==> src/rtl/dsp_wb_seq_pkg.sv <==
// dsp_wb_seq_pkg: register map, FSM states and sizing shared by the DSP Wishbone sequencer
package dsp_wb_seq_pkg;
    localparam int MAX_SAMPLES = 32;
    localparam logic [31:0] OFS_TRIG = 32'h00;
    localparam logic [31:0] OFS_WSTB = 32'h04;
    localparam logic [31:0] OFS_WADR = 32'h08;
    localparam logic [31:0] OFS_WDAT = 32'h0C;
    localparam logic [31:0] OFS_RADR = 32'h10;
    localparam logic [31:0] OFS_STAT = 32'h10;
    localparam logic [31:0] OFS_RDAT = 32'h1C;
    typedef enum logic [3:0] {
        S_IDLE, S_LOAD_WAIT, S_LOAD_BUS, S_KICK, S_POLL,
        S_UNLOAD_BUS, S_UNLOAD_WAIT, S_DONE, S_ERROR
    } state_e;
endpackage

==> src/rtl/dsp_wb_sequencer_if.sv <==
// dsp_wb_sequencer_if: Wishbone initiator bus plus sample/result streams of the sequencer
interface dsp_wb_sequencer_if;
    logic [31:0] wb_adr_o, wb_dat_o, wb_dat_i;
    logic [3:0]  wb_sel_o;
    logic        wb_cyc_o, wb_stb_o, wb_we_o, wb_ack_i, wb_err_i;
    logic        in_valid_i, in_ready_o;
    logic [31:0] in_data_i;
    logic        out_valid_o, out_ready_i;
    logic [31:0] out_data_o;
    modport master (
        output wb_adr_o, wb_dat_o, wb_sel_o, wb_cyc_o, wb_stb_o, wb_we_o,
        output in_ready_o, out_valid_o, out_data_o,
        input  wb_dat_i, wb_ack_i, wb_err_i, in_valid_i, in_data_i, out_ready_i
    );
    modport slave (
        input  wb_adr_o, wb_dat_o, wb_sel_o, wb_cyc_o, wb_stb_o, wb_we_o,
        input  in_ready_o, out_valid_o, out_data_o,
        output wb_dat_i, wb_ack_i, wb_err_i, in_valid_i, in_data_i, out_ready_i
    );
endinterface

==> src/rtl/dsp_wb_xfer.sv <==
// dsp_wb_xfer: one classic Wishbone single transfer per request; ack watchdog under DSP_WB_SEQ_ACK_TIMEOUT_EN
module dsp_wb_xfer #(
    parameter int ACK_LIMIT = 64
) (
    input  logic        clk_i,
    input  logic        rst_ni,
    input  logic        req_i,
    input  logic        we_i,
    input  logic [31:0] adr_i,
    input  logic [31:0] wdat_i,
    output logic        done_o,
    output logic        err_o,
    output logic [31:0] rdat_o,
    output logic [31:0] wb_adr_o,
    output logic [31:0] wb_dat_o,
    output logic        wb_cyc_o,
    output logic        wb_stb_o,
    output logic        wb_we_o,
    input  logic [31:0] wb_dat_i,
    input  logic        wb_ack_i,
    input  logic        wb_err_i
);
    logic        active_q, we_q, timeout;
    logic [31:0] adr_q, dat_q;

    assign err_o    = active_q && (wb_err_i || timeout);
    assign done_o   = active_q && wb_ack_i && !err_o;
    assign rdat_o   = wb_dat_i;
    assign wb_cyc_o = active_q;
    assign wb_stb_o = active_q;
    assign wb_adr_o = adr_q;
    assign wb_dat_o = dat_q;
    assign wb_we_o  = we_q;

`ifdef DSP_WB_SEQ_ACK_TIMEOUT_EN
    logic [31:0] wait_q;
    assign timeout = active_q && wait_q == 32'(ACK_LIMIT - 1);
    // count cycles the open transfer has been waiting; cleared once it ends
    always_ff @(posedge clk_i or negedge rst_ni)
        if (!rst_ni) wait_q <= '0;
        else wait_q <= (active_q && !done_o && !err_o) ? wait_q + 32'd1 : '0;
`else
    logic unused_ack_limit;
    assign unused_ack_limit = ^ACK_LIMIT;
    assign timeout = 1'b0;
`endif

    // open a transfer on request and latch its fields; close it on ack/err so cyc drops for a cycle
    always_ff @(posedge clk_i or negedge rst_ni)
        if (!rst_ni) begin
            active_q <= 1'b0;
            we_q     <= 1'b0;
            adr_q    <= '0;
            dat_q    <= '0;
        end else if (active_q) begin
            active_q <= !(done_o || err_o);
        end else if (req_i) begin
            active_q <= 1'b1;
            we_q     <= we_i;
            adr_q    <= adr_i;
            dat_q    <= wdat_i;
        end
endmodule

==> src/rtl/dsp_wb_sequencer.sv <==
// dsp_wb_sequencer: loads samples into a DSP peripheral over Wishbone, kicks it, polls and unloads results; ack watchdog under DSP_WB_SEQ_ACK_TIMEOUT_EN
module dsp_wb_sequencer
    import dsp_wb_seq_pkg::*;
#(
    parameter logic [31:0] BASE_ADDR  = 32'h0,
    parameter int          POLL_LIMIT = 1024,
    parameter int          ACK_LIMIT  = 64
) (
    input  logic              wb_clk_i,
    input  logic              wb_rst_ni,
    input  logic              start_i,
    input  logic [5:0]        num_i,
    output logic              busy_o,
    output logic              done_o,
    output logic              err_o,
    dsp_wb_sequencer_if.master bus
);
    state_e      state_q, state_d;
    logic [5:0]  idx_q, idx_d, last_q, last_d;
    logic [1:0]  step_q, step_d;
    logic [31:0] poll_q, poll_d, data_q, data_d, ofs, wdat, x_rdat;
    logic        err_q, err_d, req, we, x_done, x_err;

    assign busy_o          = !(state_q == S_IDLE || state_q == S_ERROR);
    assign done_o          = state_q == S_DONE;
    assign err_o           = err_q;
    assign bus.in_ready_o  = state_q == S_LOAD_WAIT;
    assign bus.out_valid_o = state_q == S_UNLOAD_WAIT;
    assign bus.out_data_o  = data_q;
    assign bus.wb_sel_o    = 4'hF;

    dsp_wb_xfer #(.ACK_LIMIT(ACK_LIMIT)) u_xfer (
        .clk_i(wb_clk_i), .rst_ni(wb_rst_ni), .req_i(req), .we_i(we),
        .adr_i(BASE_ADDR + ofs), .wdat_i(wdat), .done_o(x_done), .err_o(x_err), .rdat_o(x_rdat),
        .wb_adr_o(bus.wb_adr_o), .wb_dat_o(bus.wb_dat_o), .wb_cyc_o(bus.wb_cyc_o),
        .wb_stb_o(bus.wb_stb_o), .wb_we_o(bus.wb_we_o), .wb_dat_i(bus.wb_dat_i),
        .wb_ack_i(bus.wb_ack_i), .wb_err_i(bus.wb_err_i)
    );

    // job sequencing: each bus state steps through its transfers as the transfer engine completes them
    always_comb begin
        state_d = state_q;
        idx_d   = idx_q;
        last_d  = last_q;
        step_d  = step_q;
        poll_d  = poll_q;
        data_d  = data_q;
        err_d   = err_q;
        req     = 1'b0;
        we      = 1'b1;
        ofs     = OFS_TRIG;
        wdat    = '0;
        case (state_q)
            S_IDLE, S_ERROR: if (start_i) begin
                state_d = S_LOAD_WAIT;
                idx_d   = '0;
                step_d  = '0;
                err_d   = 1'b0;
                last_d  = (num_i == 6'd0 || num_i > 6'(MAX_SAMPLES)) ? 6'(MAX_SAMPLES - 1) : num_i - 6'd1;
            end
            S_LOAD_WAIT: if (bus.in_valid_i) begin
                data_d  = bus.in_data_i;
                state_d = S_LOAD_BUS;
            end
            S_LOAD_BUS: begin
                req  = 1'b1;
                ofs  = step_q == 2'd0 ? OFS_WADR : step_q == 2'd1 ? OFS_WDAT : OFS_WSTB;
                wdat = step_q == 2'd0 ? {26'd0, idx_q} : step_q == 2'd1 ? data_q : {31'd0, step_q == 2'd2};
                if (x_done) begin
                    step_d = step_q + 2'd1;
                    if (step_q == 2'd3) begin
                        state_d = idx_q == last_q ? S_KICK : S_LOAD_WAIT;
                        idx_d   = idx_q == last_q ? idx_q : idx_q + 6'd1;
                    end
                end
            end
            S_KICK: begin
                req  = 1'b1;
                wdat = {31'd0, step_q == 2'd0};
                if (x_done) begin
                    step_d  = step_q[0] ? 2'd0 : 2'd1;
                    state_d = step_q[0] ? S_POLL : S_KICK;
                    poll_d  = '0;
                end
            end
            S_POLL: begin
                req = 1'b1;
                we  = 1'b0;
                ofs = OFS_STAT;
                if (x_done) begin
                    poll_d = poll_q + 32'd1;
                    if (x_rdat[0]) begin
                        state_d = S_UNLOAD_BUS;
                        idx_d   = '0;
                        step_d  = '0;
                    end else if (poll_q == 32'(POLL_LIMIT - 1)) begin
                        state_d = S_ERROR;
                        err_d   = 1'b1;
                    end
                end
            end
            S_UNLOAD_BUS: begin
                req  = 1'b1;
                we   = step_q == 2'd0;
                ofs  = step_q == 2'd0 ? OFS_RADR : OFS_RDAT;
                wdat = {26'd0, idx_q};
                if (x_done) begin
                    step_d  = step_q[0] ? 2'd0 : 2'd1;
                    data_d  = step_q[0] ? x_rdat : data_q;
                    state_d = step_q[0] ? S_UNLOAD_WAIT : S_UNLOAD_BUS;
                end
            end
            S_UNLOAD_WAIT: if (bus.out_ready_i) begin
                state_d = idx_q == last_q ? S_DONE : S_UNLOAD_BUS;
                idx_d   = idx_q == last_q ? idx_q : idx_q + 6'd1;
            end
            S_DONE: state_d = S_IDLE;
            default: state_d = S_IDLE;
        endcase
        if (x_err) begin
            state_d = S_ERROR;
            err_d   = 1'b1;
        end
    end

    // sequencer state; reset abandons any job and open transfer
    always_ff @(posedge wb_clk_i or negedge wb_rst_ni)
        if (!wb_rst_ni) begin
            state_q <= S_IDLE;
            idx_q   <= '0;
            last_q  <= '0;
            step_q  <= '0;
            poll_q  <= '0;
            data_q  <= '0;
            err_q   <= 1'b0;
        end else begin
            state_q <= state_d;
            idx_q   <= idx_d;
            last_q  <= last_d;
            step_q  <= step_d;
            poll_q  <= poll_d;
            data_q  <= data_d;
            err_q   <= err_d;
        end
endmodule

==> src/flat_wrapper.sv <==
// flat-port wrapper written by rule: the top's interface ports become plain ports
module dsp_wb_sequencer_flat import dsp_wb_seq_pkg::*;
#(
    parameter logic [31:0] BASE_ADDR  = 32'h0,
    parameter int          POLL_LIMIT = 1024,
    parameter int          ACK_LIMIT  = 64
)
  (wb_clk_i, wb_rst_ni, start_i, num_i, busy_o, done_o, err_o, bus_wb_adr_o, bus_wb_dat_o, bus_wb_sel_o, bus_wb_cyc_o, bus_wb_stb_o, bus_wb_we_o, bus_in_ready_o, bus_out_valid_o, bus_out_data_o, bus_wb_dat_i, bus_wb_ack_i, bus_wb_err_i, bus_in_valid_i, bus_in_data_i, bus_out_ready_i);
  dsp_wb_sequencer_if bus_i ();
  input  logic wb_clk_i;
  input  logic wb_rst_ni;
  input  logic start_i;
  input  logic [5:0] num_i;
  output logic busy_o;
  output logic done_o;
  output logic err_o;
  output wire logic [$bits(bus_i.wb_adr_o)-1:0] bus_wb_adr_o;
  output wire logic [$bits(bus_i.wb_dat_o)-1:0] bus_wb_dat_o;
  output wire logic [$bits(bus_i.wb_sel_o)-1:0] bus_wb_sel_o;
  output wire logic [$bits(bus_i.wb_cyc_o)-1:0] bus_wb_cyc_o;
  output wire logic [$bits(bus_i.wb_stb_o)-1:0] bus_wb_stb_o;
  output wire logic [$bits(bus_i.wb_we_o)-1:0] bus_wb_we_o;
  output wire logic [$bits(bus_i.in_ready_o)-1:0] bus_in_ready_o;
  output wire logic [$bits(bus_i.out_valid_o)-1:0] bus_out_valid_o;
  output wire logic [$bits(bus_i.out_data_o)-1:0] bus_out_data_o;
  input wire logic [$bits(bus_i.wb_dat_i)-1:0] bus_wb_dat_i;
  input wire logic [$bits(bus_i.wb_ack_i)-1:0] bus_wb_ack_i;
  input wire logic [$bits(bus_i.wb_err_i)-1:0] bus_wb_err_i;
  input wire logic [$bits(bus_i.in_valid_i)-1:0] bus_in_valid_i;
  input wire logic [$bits(bus_i.in_data_i)-1:0] bus_in_data_i;
  input wire logic [$bits(bus_i.out_ready_i)-1:0] bus_out_ready_i;
  assign bus_wb_adr_o = bus_i.wb_adr_o;
  assign bus_wb_dat_o = bus_i.wb_dat_o;
  assign bus_wb_sel_o = bus_i.wb_sel_o;
  assign bus_wb_cyc_o = bus_i.wb_cyc_o;
  assign bus_wb_stb_o = bus_i.wb_stb_o;
  assign bus_wb_we_o = bus_i.wb_we_o;
  assign bus_in_ready_o = bus_i.in_ready_o;
  assign bus_out_valid_o = bus_i.out_valid_o;
  assign bus_out_data_o = bus_i.out_data_o;
  assign bus_i.wb_dat_i = bus_wb_dat_i;
  assign bus_i.wb_ack_i = bus_wb_ack_i;
  assign bus_i.wb_err_i = bus_wb_err_i;
  assign bus_i.in_valid_i = bus_in_valid_i;
  assign bus_i.in_data_i = bus_in_data_i;
  assign bus_i.out_ready_i = bus_out_ready_i;
  dsp_wb_sequencer #(.BASE_ADDR(BASE_ADDR), .POLL_LIMIT(POLL_LIMIT), .ACK_LIMIT(ACK_LIMIT)) u_core (.wb_clk_i(wb_clk_i), .wb_rst_ni(wb_rst_ni), .start_i(start_i), .num_i(num_i), .busy_o(busy_o), .done_o(done_o), .err_o(err_o), .bus(bus_i));
endmodule
==> config.mk <==
export PLATFORM = sky130hd
export DESIGN_NAME = dsp_wb_sequencer_flat
export DESIGN_NICKNAME = d
export VERILOG_FILES = /design/src/rtl/dsp_wb_seq_pkg.sv /design/src/rtl/dsp_wb_sequencer_if.sv /design/src/rtl/dsp_wb_xfer.sv /design/src/rtl/dsp_wb_sequencer.sv /design/src/flat_wrapper.sv
export SDC_FILE = /design/constraint.sdc
export NUM_CORES = 1
export LEC_CHECK = 0
export CORE_UTILIZATION = 50
export DETAILED_ROUTE_END_ITERATION = 12
export PLACE_DENSITY = 0.91
export SYNTH_ARGS = -nofsm -noshare
export SYNTH_HDL_FRONTEND = slang
export SYNTH_SLANG_ARGS = --single-unit
==> constraint.sdc <==
create_clock -name wb_clk_i -period 5.3 [get_ports wb_clk_i]
set_input_delay 0.53 -clock wb_clk_i [delete_from_list [all_inputs] [get_ports wb_clk_i]]
set_output_delay 0.53 -clock wb_clk_i [all_outputs]
set_load 0.005 [all_outputs]
==> flow_summary.toml, run 1 <==
[critical_path]
start_kind = "flop"
path_delay_family = "simple AND/OR/NAND/NOR gates"
crit_arrival_ns = 3.67
slowest_delay_ns = 0.93
cp_num_buf_inv = 0
cp_cell_sequence = "nand2b_1 > nor3_1 > and3b_1 > nor2b_2 > a22o_1"
crit_fanout = 27
timing.critical_path.from = "u_core.state_q[1]"
rr_startpoint = "u_core.state_q[1]"
cp.required_ns = 5.65
crit_slowest_cell = "nor2b_2"
setup.worst_path.end_class = "flop"
path_class = "flop to flop"

[die]
die_h_um = 115
row_count = 41
die_w_um = 115
ios = 185
initial_core_util = 0.512
coreArea_um2 = 12600
die_area_um2 = 13300

[route]
drt-wirelength-per-cell_um = 17.2
ant_nets = 0
num_vias = 5484
drc = 0
drt_iter0_drc = 543
dr.pass1.iters = 5
via_per_inst = 5.62
routed_wl_um = 16800

[clocking]
clk_pin_slew_ns = 0.06
post_cts_buffers = 0
cts_root_buffer = "clkbuf_16"
cts_made_buffers = 17
htreeDepth = 4
cts_resized = 0
cts_hold_buf = 0
cts_tree = "done"
ctsLongestPathBuffers = 2
clkSinkCount = 120
clk-insertion-delay-late_ns = 0.42

[logic_synthesis]
synth-main-ff-cell = "dfrtp_1"
synth_edf_count = 0
syn_area_um2 = 6430
synth_top_area_cell = "dfrtp_1"
synthArstFlopShare = 1.00
postSynthCellCount = 659
ys_seq_elements = 120
synth_top_cell_area_share = 0.467
synth-seq-area-share = 0.467
syn_avg_cell_area_um2 = 9.76
yosysWarnings = 0
synth_cell_type_count = 60
yosys-top-cells-area = "dfrtp_1 (47%), mux2i_1 (5.4%), o21ai_0 (4.3%)"

[grt]
gr-total-overflow = 0
grt.total_usage = 0.256
grt_start_max_net_pins = 70
grt_pass1_vias = 5149
grt_antenna_before_repair = 0
grt_pass1_wl_um = 26200

[cells_and_area]
n_antenna_cell = 0
layout.cells.non_filler = 976
area_delta_synth_final_pct = 32.3
fill_cells = 900
layout-drive-gt1-share = 0.0796
final_nets = 876
design_area_um2 = 8510
regArea_um2 = 3000
multi_input_area_um2 = 3070

[status]
status = "finished clean"

[power_and_ir_drop]
p_per_area_nw_per_um2 = 444
peakVddDrop_mv = 0.265
leakagePower_nw = 3.54

[sta]
finalCritPeriodShare = 0.626
period_needed_ns = 3.32
drv_slew = 0
fin_tns_setup_ns = 0
worst_slew_pin_slew_ns = 1.11
fmax_ghz = 0.302
rsz0062_at_grt = "no"
finalHoldViolCount = 0
setup_ws_ns = 1.98
skew_ns = 0.0136
finalSetupViolations = 0
slew-limit-headroom = 0.255

[place]
place_congestion = 0.888
place_area_um2 = 7880
io_buffer_count = 151
dp.cells = 944
place_hpwl_um = 11300
post-place-ws_ns = 2.16

[run]
cap_violations = 0

[worst_hold_path]
hold_class = "input pin to async pin"
-- placed cells by master, fill, tap and decap left out, drive strengths merged, types with 5 or more instances in the layout --
cell type | Yosys | layout
ha | 8 | 8
a22oi | 5 | 5
a21oi | 14 | 14
a22o | 31 | 31
dfrtp | 120 | 120
clkdlybuf4s50 | 0 | 150
nand2b | 6 | 6
and4 | 6 | 6
inv | 16 | 17
xor2 | 10 | 10
nor4 | 18 | 18
or3 | 5 | 5
conb | 2 | 33
o31ai | 6 | 6
nor3 | 19 | 19
nand4 | 10 | 10
nor2 | 62 | 62
mux2i | 35 | 35
clkbuf | 21 | 19
clkinv | 0 | 9
xnor2 | 29 | 29
buf | 52 | 5
o21ai | 56 | 56
nand3 | 12 | 12
nand2 | 68 | 68
-- area by class of cell --
cell class / instances / share of cell area
Multi-Input combinational cell: 481 / 0.360
Sequential cell: 120 / 0.353
Timing Repair Buffer: 155 / 0.181
Clock buffer: 19 / 0.0532
Tap cell: 172 / 0.0253
Clock inverter: 13 / 0.0200
Inverter: 16 / 0.00706
-- final timing paths --
check	end	slack [ns]	cells after the start
min in group wb_clk_i	u_core.u_xfer.wb_adr_o[2]	0.47	2
max	u_core.u_xfer.wb_dat_o[16]	1.98	5
min	u_core.poll_q[4]	0.22	1
max in group asynchronous	u_core.u_xfer.wb_dat_o[6]	3.88	2
min reg2reg	u_core.u_xfer.wb_adr_o[2]	0.47	2
max reg2reg	u_core.u_xfer.wb_dat_o[16]	1.98	5
-- metrics by stage --
| stage | utilization | total power, mW | hold slack (ns) |
|---|---|---|---|
| after global placement | 0.627 | 2.50 | 0.463 |
| final | 0.677 | 3.78 | 0.222 |
| after floorplan | - | 1.99 | 0.234 |
| after CTS | 0.677 | 3.78 | 0.260 |
| after global routing | 0.677 | 3.97 | 0.307 |
| after detailed placement | 0.627 | 2.56 | 0.469 |
-- state kept, by name, summed over array words and instances, names as in the netlist --
name,cells
u_core.bus.out_data_o,32
u_core.idx_q,6
u_core.state_q,4
u_core.poll_q,32
u_core.u_xfer.wb_cyc_o,1
u_core.last_q,6
u_core.step_q,2
u_core.u_xfer.wb_adr_o,3
u_core.u_xfer.wb_dat_o,32
u_core.u_xfer.wb_we_o,1
u_core.err_o,1
-- cell usage after synthesis, types with 3 or more instances --
cell,number
nor3_1,18
a21oi_1,14
dfrtp_1,120
o21ai_0,55
mux2i_1,35
buf_4,36
xnor2_1,29
nand4_1,10
buf_2,10
nand3_1,12
inv_1,16
a31oi_1,4
or3_1,5
nor4_2,9
ha_1,8
nand2_1,68
a22o_1,31
and2_1,4
nand2b_1,6
nand3b_1,3
nor2_1,53
nor4_1,9
xor2_1,10
buf_1,4
a211o_1,4
nor2_2,9
a22oi_1,5
clkbuf_1,21
o31ai_1,6
and4_1,6
-- per-layer routing --
metal  GRT usage  share of wire  wire length [um]
met2       0.416           0.49              8150
met3      0.0654          0.084              1410
met4      0.0944          0.019               322
met5           0              0                 0
met1       0.331           0.41              6880
-- kinds of logic after synthesis --
group / share of synthesized area
AOI/OAI and AO/OA: 0.145
xor gates and xnor gates: 0.0531
adders and majority gates: 0.0156
buffers and inverters: 0.0772
DFF: 0.467
muxes: 0.0603
other: 0.00117
and+or+nand+nor: 0.181
-- report_power, final --
group | internal, mW | switching (mW)
logic | 0.589 | 0.628
registers | 1.11 | 0.254
clock network | 0.768 | 0.431
Note: power is estimated with default switching activity, not from simulation.
==> inputs of run 2 (changes only) <==
Settings changed: CORE_UTILIZATION 50 to 48, PLACE_DENSITY 0.91 to 0.89.
Clock period 5.3 ns to 3.3 ns, I/O delays scaled along.
==> run 2 against run 1 <==
Against the previous run: the run now ends with hold timing left; count of clock-buffer cells in the layout fell by 1; core utilization fell by 1.3 points; combinational power rose by 67%; die area rose by 4.1%; non-clock buffer count rose by 7; largest cell class unchanged.
==> flow_summary.toml, run 2 (synthesized netlist as in run 1, its figures left out) <==
[status]
status = "finished, violations left"
violations = "hold timing"

[clocking]
cts_root_buffer = "clkbuf_16"
clkSinkCount = 120
cts_resized = 0
cts_hold_buf = 0
htreeDepth = 4
cts_tree = "done"
ctsLongestPathBuffers = 2
clk-insertion-delay-late_ns = 0.41
cts_made_buffers = 17
post_cts_buffers = 0
clk_pin_slew_ns = 0.05

[cells_and_area]
final_core_util = 0.663
area_delta_synth_final_pct = 32.3
final_nets = 883
n_antenna_cell = 0
layout-drive-gt1-share = 0.0863
final_cell_mix = "clkdlybuf4s50_1 (150), dfrtp_1 (120), nand2_1 (67)"
fill_cells = 939
layout_commonest_cell = "clkdlybuf4s50_1"

[power_and_ir_drop]
finalPower_mw = 5.89
leakagePower_nw = 3.53
peakVddDrop_mv = 0.390
p_per_area_nw_per_um2 = 692

[grt]
grt_antenna_before_repair = 0
grt_pass1_vias = 5332
grt_start_max_net_pins = 65
gr-total-overflow = 0
grt.total_usage = 0.247
grt_pass1_wl_um = 27300

[sta]
fin_tns_setup_ns = 0
drv_slew = 0
rsz0062_at_grt = "no"
finalSetupViolations = 0
finalHoldViolCount = 12
finalCritPeriodShare = 0.821
skew_ns = 0.00796
timing.hold.ws_ns = -0.0205
fmax_ghz = 0.369
slew-limit-headroom = 0.411
worst_slew_pin_slew_ns = 0.883
setup_ws_ns = 0.591
period_needed_ns = 2.71

[route]
dr.pass1.iters = 6
num_vias = 5446
drt_iter0_drc = 454
drc = 0
routed_wl_um = 16600
via_per_inst = 5.54
ant_nets = 0
drt-wirelength-per-cell_um = 16.9

[critical_path]
start_kind = "flop"
crit_fanout = 17
setup.worst_path.end_class = "flop"
rr_startpoint = "u_core.state_q[2]"
crit_arrival_ns = 2.99
r2r_slack_ns = 0.59
cp.required_ns = 3.58
r2r_cells = 5
path_class = "flop to flop"
r2r-end = "u_core.step_q[0]"

[place]
place_congestion = 0.850
place_hpwl_um = 11600
post-place-ws_ns = 0.627
io_buffer_count = 151

[die]
row_count = 41
die_area_um2 = 13900
die_h_um = 118
initial_core_util = 0.501
ios = 185
coreArea_um2 = 12800
die_w_um = 118

[worst_hold_path]
hold_class = "input pin to async pin"

[run]
cap_violations = 0
[run 2: cell count changes in the layout (fill, tap and decap cells not counted)]
cell,change
buf_4,+6
clkinvlp_4,+5
clkbuf_8,-2
bufinv_16,-2
clkinv_4,-1
buf_12,+1
clkbuf_1,+1
inv_6,-1
[run 2: worst max-delay path by stage]
stage | cells past startpoint | slack (ns) | end | from
after CTS | 5 | 0.63 | u_core.step_q[0] | u_core.state_q[2]
final | 5 | 0.59 | u_core.step_q[0] | u_core.state_q[2]
after detailed placement | 6 | 0.63 | u_core.poll_q[18] | bus_wb_err_i
after floorplan | 7 | 1.07 | u_core.step_q[0] | u_core.state_q[1]
after global routing | 5 | 0.47 | u_core.step_q[0] | u_core.state_q[2]
after global placement | 6 | 0.63 | u_core.poll_q[18] | bus_wb_err_i
[run 2: final cells by class]
type	instances	area, um^2	area share
Clock buffer	18	429	0.0504
Timing Repair Buffer	162	1600	0.189
Clock inverter	14	130	0.0153
Inverter	16	60.1	0.00706
Sequential cell	120	3000	0.353
Multi-Input combinational cell	481	3070	0.360
Tap cell	172	215	0.0253
[run 2: metal layers]
layer,part of all wire,vias up,global-route usage
met1,0.43,2634,0.324
met5,0,-,0
met2,0.48,235,0.401
li1,-,2549,-
met4,0.017,0,0.0833
met3,0.071,28,0.0562
[run 2: critical path, cell delays in order (launching register included)]
cell and delay, ns:
dfrtp_1 0.69, or4b_2 0.71, nor2_1 0.21, o32a_1 0.40, a211o_1 0.21, mux2_1 0.36
[run 2: where the power goes]
part	internal, mW	switching (mW)	total (mW)
combinational	0.973	1.07	2.04
clock	1.04	0.691	1.73
sequential	1.78	0.344	2.13
total	3.79	2.10	5.89
[run 2: stage by stage]
step | std cells | hold WS (ns) | area (um^2)
6_report | 983 | -0.0205 | 8510
5_1_grt | 983 | 0.0448 | 8510
4_1_cts | 983 | 0.0145 | 8510
3_5_place_dp | 951 | 0.447 | 7950
3_3_place_gp | 951 | 0.444 | 7950
2_1_floorplan | 690 | 0.0344 | 6550
==> inputs of run 3 (changes only) <==
Settings changed: CORE_UTILIZATION 48 to 44, PLACE_DENSITY 0.89 to 0.86.
Clock period 3.3 ns to 2.3 ns, I/O delays scaled along.
==> run 3 against run 2 <==
Against the previous run: the run now ends clean; power up 54%; via count grew 1.5%; sequential share of layout area decreased by 1.4 points; cell count rose by 3.2%; count of clock-buffer cells in the layout decreased by 1; critical path depth stayed put; largest cell class unchanged.
==> flow_summary.toml, run 3 (synthesized netlist as in run 1, its figures left out) <==
[sta]
finalHoldViolCount = 0
finalCritPeriodShare = 0.969
skew_ns = 0.0115
slew-limit-headroom = 0.569
finalSetupViolations = 0
drv_slew = 0
period_needed_ns = 2.23
worst_slew_pin_slew_ns = 0.641
setup_ws_ns = 0.0713
fin_tns_setup_ns = 0
fmax_ghz = 0.449

[place]
place_area_um2 = 8190
place_congestion = 0.851
dp.cells = 981
place_hpwl_um = 12000
io_buffer_count = 151
post-place-ws_ns = 0.0936

[clocking]
htreeDepth = 4
ctsLongestPathBuffers = 2
cts_made_buffers = 17
post_cts_buffers = 0
clkSinkCount = 120
cts_root_buffer = "clkbuf_16"
clk-insertion-delay-late_ns = 0.43
clk_pin_slew_ns = 0.06
cts_tree = "done"

[critical_path]
path_delay_family = "simple AND/OR/NAND/NOR gates"
crit_fanout = 4
crit_slowest_cell = "or4b_2"
r2r_cells = 5
start_kind = "flop"
r2r_slack_ns = 0.07
cp_cell_sequence = "or4b_2 > nor2_2 > o32a_1 > a211o_1 > mux2_1"
r2r-end = "u_core.step_q[0]"
path_class = "flop to flop"
setup.worst_path.end_class = "flop"
crit_arrival_ns = 2.53
cp.required_ns = 2.60
slowest_delay_ns = 0.74
cp_num_buf_inv = 0
rr_startpoint = "u_core.state_q[1]"

[status]
status = "finished clean"

[route]
routed_wl_um = 16600
via_per_inst = 5.45
drc = 0
drt-wirelength-per-cell_um = 16.4
drt_iter0_drc = 560
dr.pass1.iters = 5
num_vias = 5529
ant_nets = 0

[power_and_ir_drop]
p_per_area_nw_per_um2 = 1020
leakagePower_nw = 3.71
power_frac_clock = 0.316
p_int_mw = 5.99
power_frac_seq = 0.325
power.switching_mw = 3.07
switching_share = 0.339
combPwrFrac = 0.359
peakVddDrop_mv = 0.496

[die]
die_area_um2 = 15100
ios = 185
coreArea_um2 = 14000
die_w_um = 123
initial_core_util = 0.458
die_h_um = 123
row_count = 43

[cells_and_area]
area_delta_synth_final_pct = 37.8
layout.cells.non_filler = 1014
layout_commonest_cell = "clkdlybuf4s50_1"
n_antenna_cell = 0
final_nets = 906
layout-drive-gt1-share = 0.118
final_cell_mix = "clkdlybuf4s50_1 (150), dfrtp_1 (120), nand2_1 (67)"
design_area_um2 = 8860
fill_cells = 1099
final_core_util = 0.631

[grt]
grt_pass1_wl_um = 26200
gr-total-overflow = 0
grt_pass1_vias = 5189
grt_antenna_before_repair = 0
grt.total_usage = 0.227
grt_start_max_net_pins = 65

[worst_hold_path]
hold_class = "input pin to async pin"

[run]
cap_violations = 0
==> run 3: layout make-up <==
type,instances,area [um^2],share of cell area
Timing Repair Buffer,185,1850,0.208
Clock buffer,17,425,0.0480
Clock inverter,15,215,0.0243
Multi-Input combinational cell,481,3090,0.348
Sequential cell,120,3000,0.339
Inverter,16,60.1,0.00678
Tap cell,180,225,0.0254
==> run 3: what timing repair did <==
action / in CTS / in global routing
endpoints found under the hold margin: 25 / 0
hold buffers: 1 / 0
endpoints found under the setup margin: 1 / 5
gates resized for setup: 1 / 5
==> run 3: through the flow <==
stage               hold slack [ns]  power (mW)
finish                        0.281        9.05
CTS                           0.285        9.10
detailed placement            0.198        6.17
floorplan                   -0.0656        4.58
global placement              0.194        6.09
global route                  0.293        9.59
==> run 3: worst max path at each step <==
stage	start	to	cells after the start
2_1_floorplan	u_core.state_q[1]	u_core.step_q[0]	7
3_3_place_gp	bus_wb_err_i	u_core.idx_q[2]	6
3_5_place_dp	bus_wb_err_i	u_core.poll_q[26]	7
4_1_cts	u_core.state_q[1]	bus_in_ready_o	4
5_1_grt	u_core.state_q[1]	u_core.step_q[0]	5
6_report	u_core.state_q[1]	u_core.step_q[0]	5
==> run 3: power groups by stage <==
stage | Combinational (mW) | Clock (mW) | Sequential (mW)
floorplan | 1.67 | 0 | 2.91
global placement | 3.15 | 0 | 2.94
detailed placement | 3.20 | 0 | 2.97
CTS | 3.25 | 2.91 | 2.94
global route | 3.57 | 3.01 | 3.01
finish | 3.25 | 2.86 | 2.94
==> run 3: routing by layer <==
layer	global-route usage	vias to the layer above	part of all wire
met1	0.289	2662	0.41
met2	0.367	245	0.48
li1	-	2598	-
met3	0.0623	24	0.090
met5	0	-	0
met4	0.0854	0	0.021
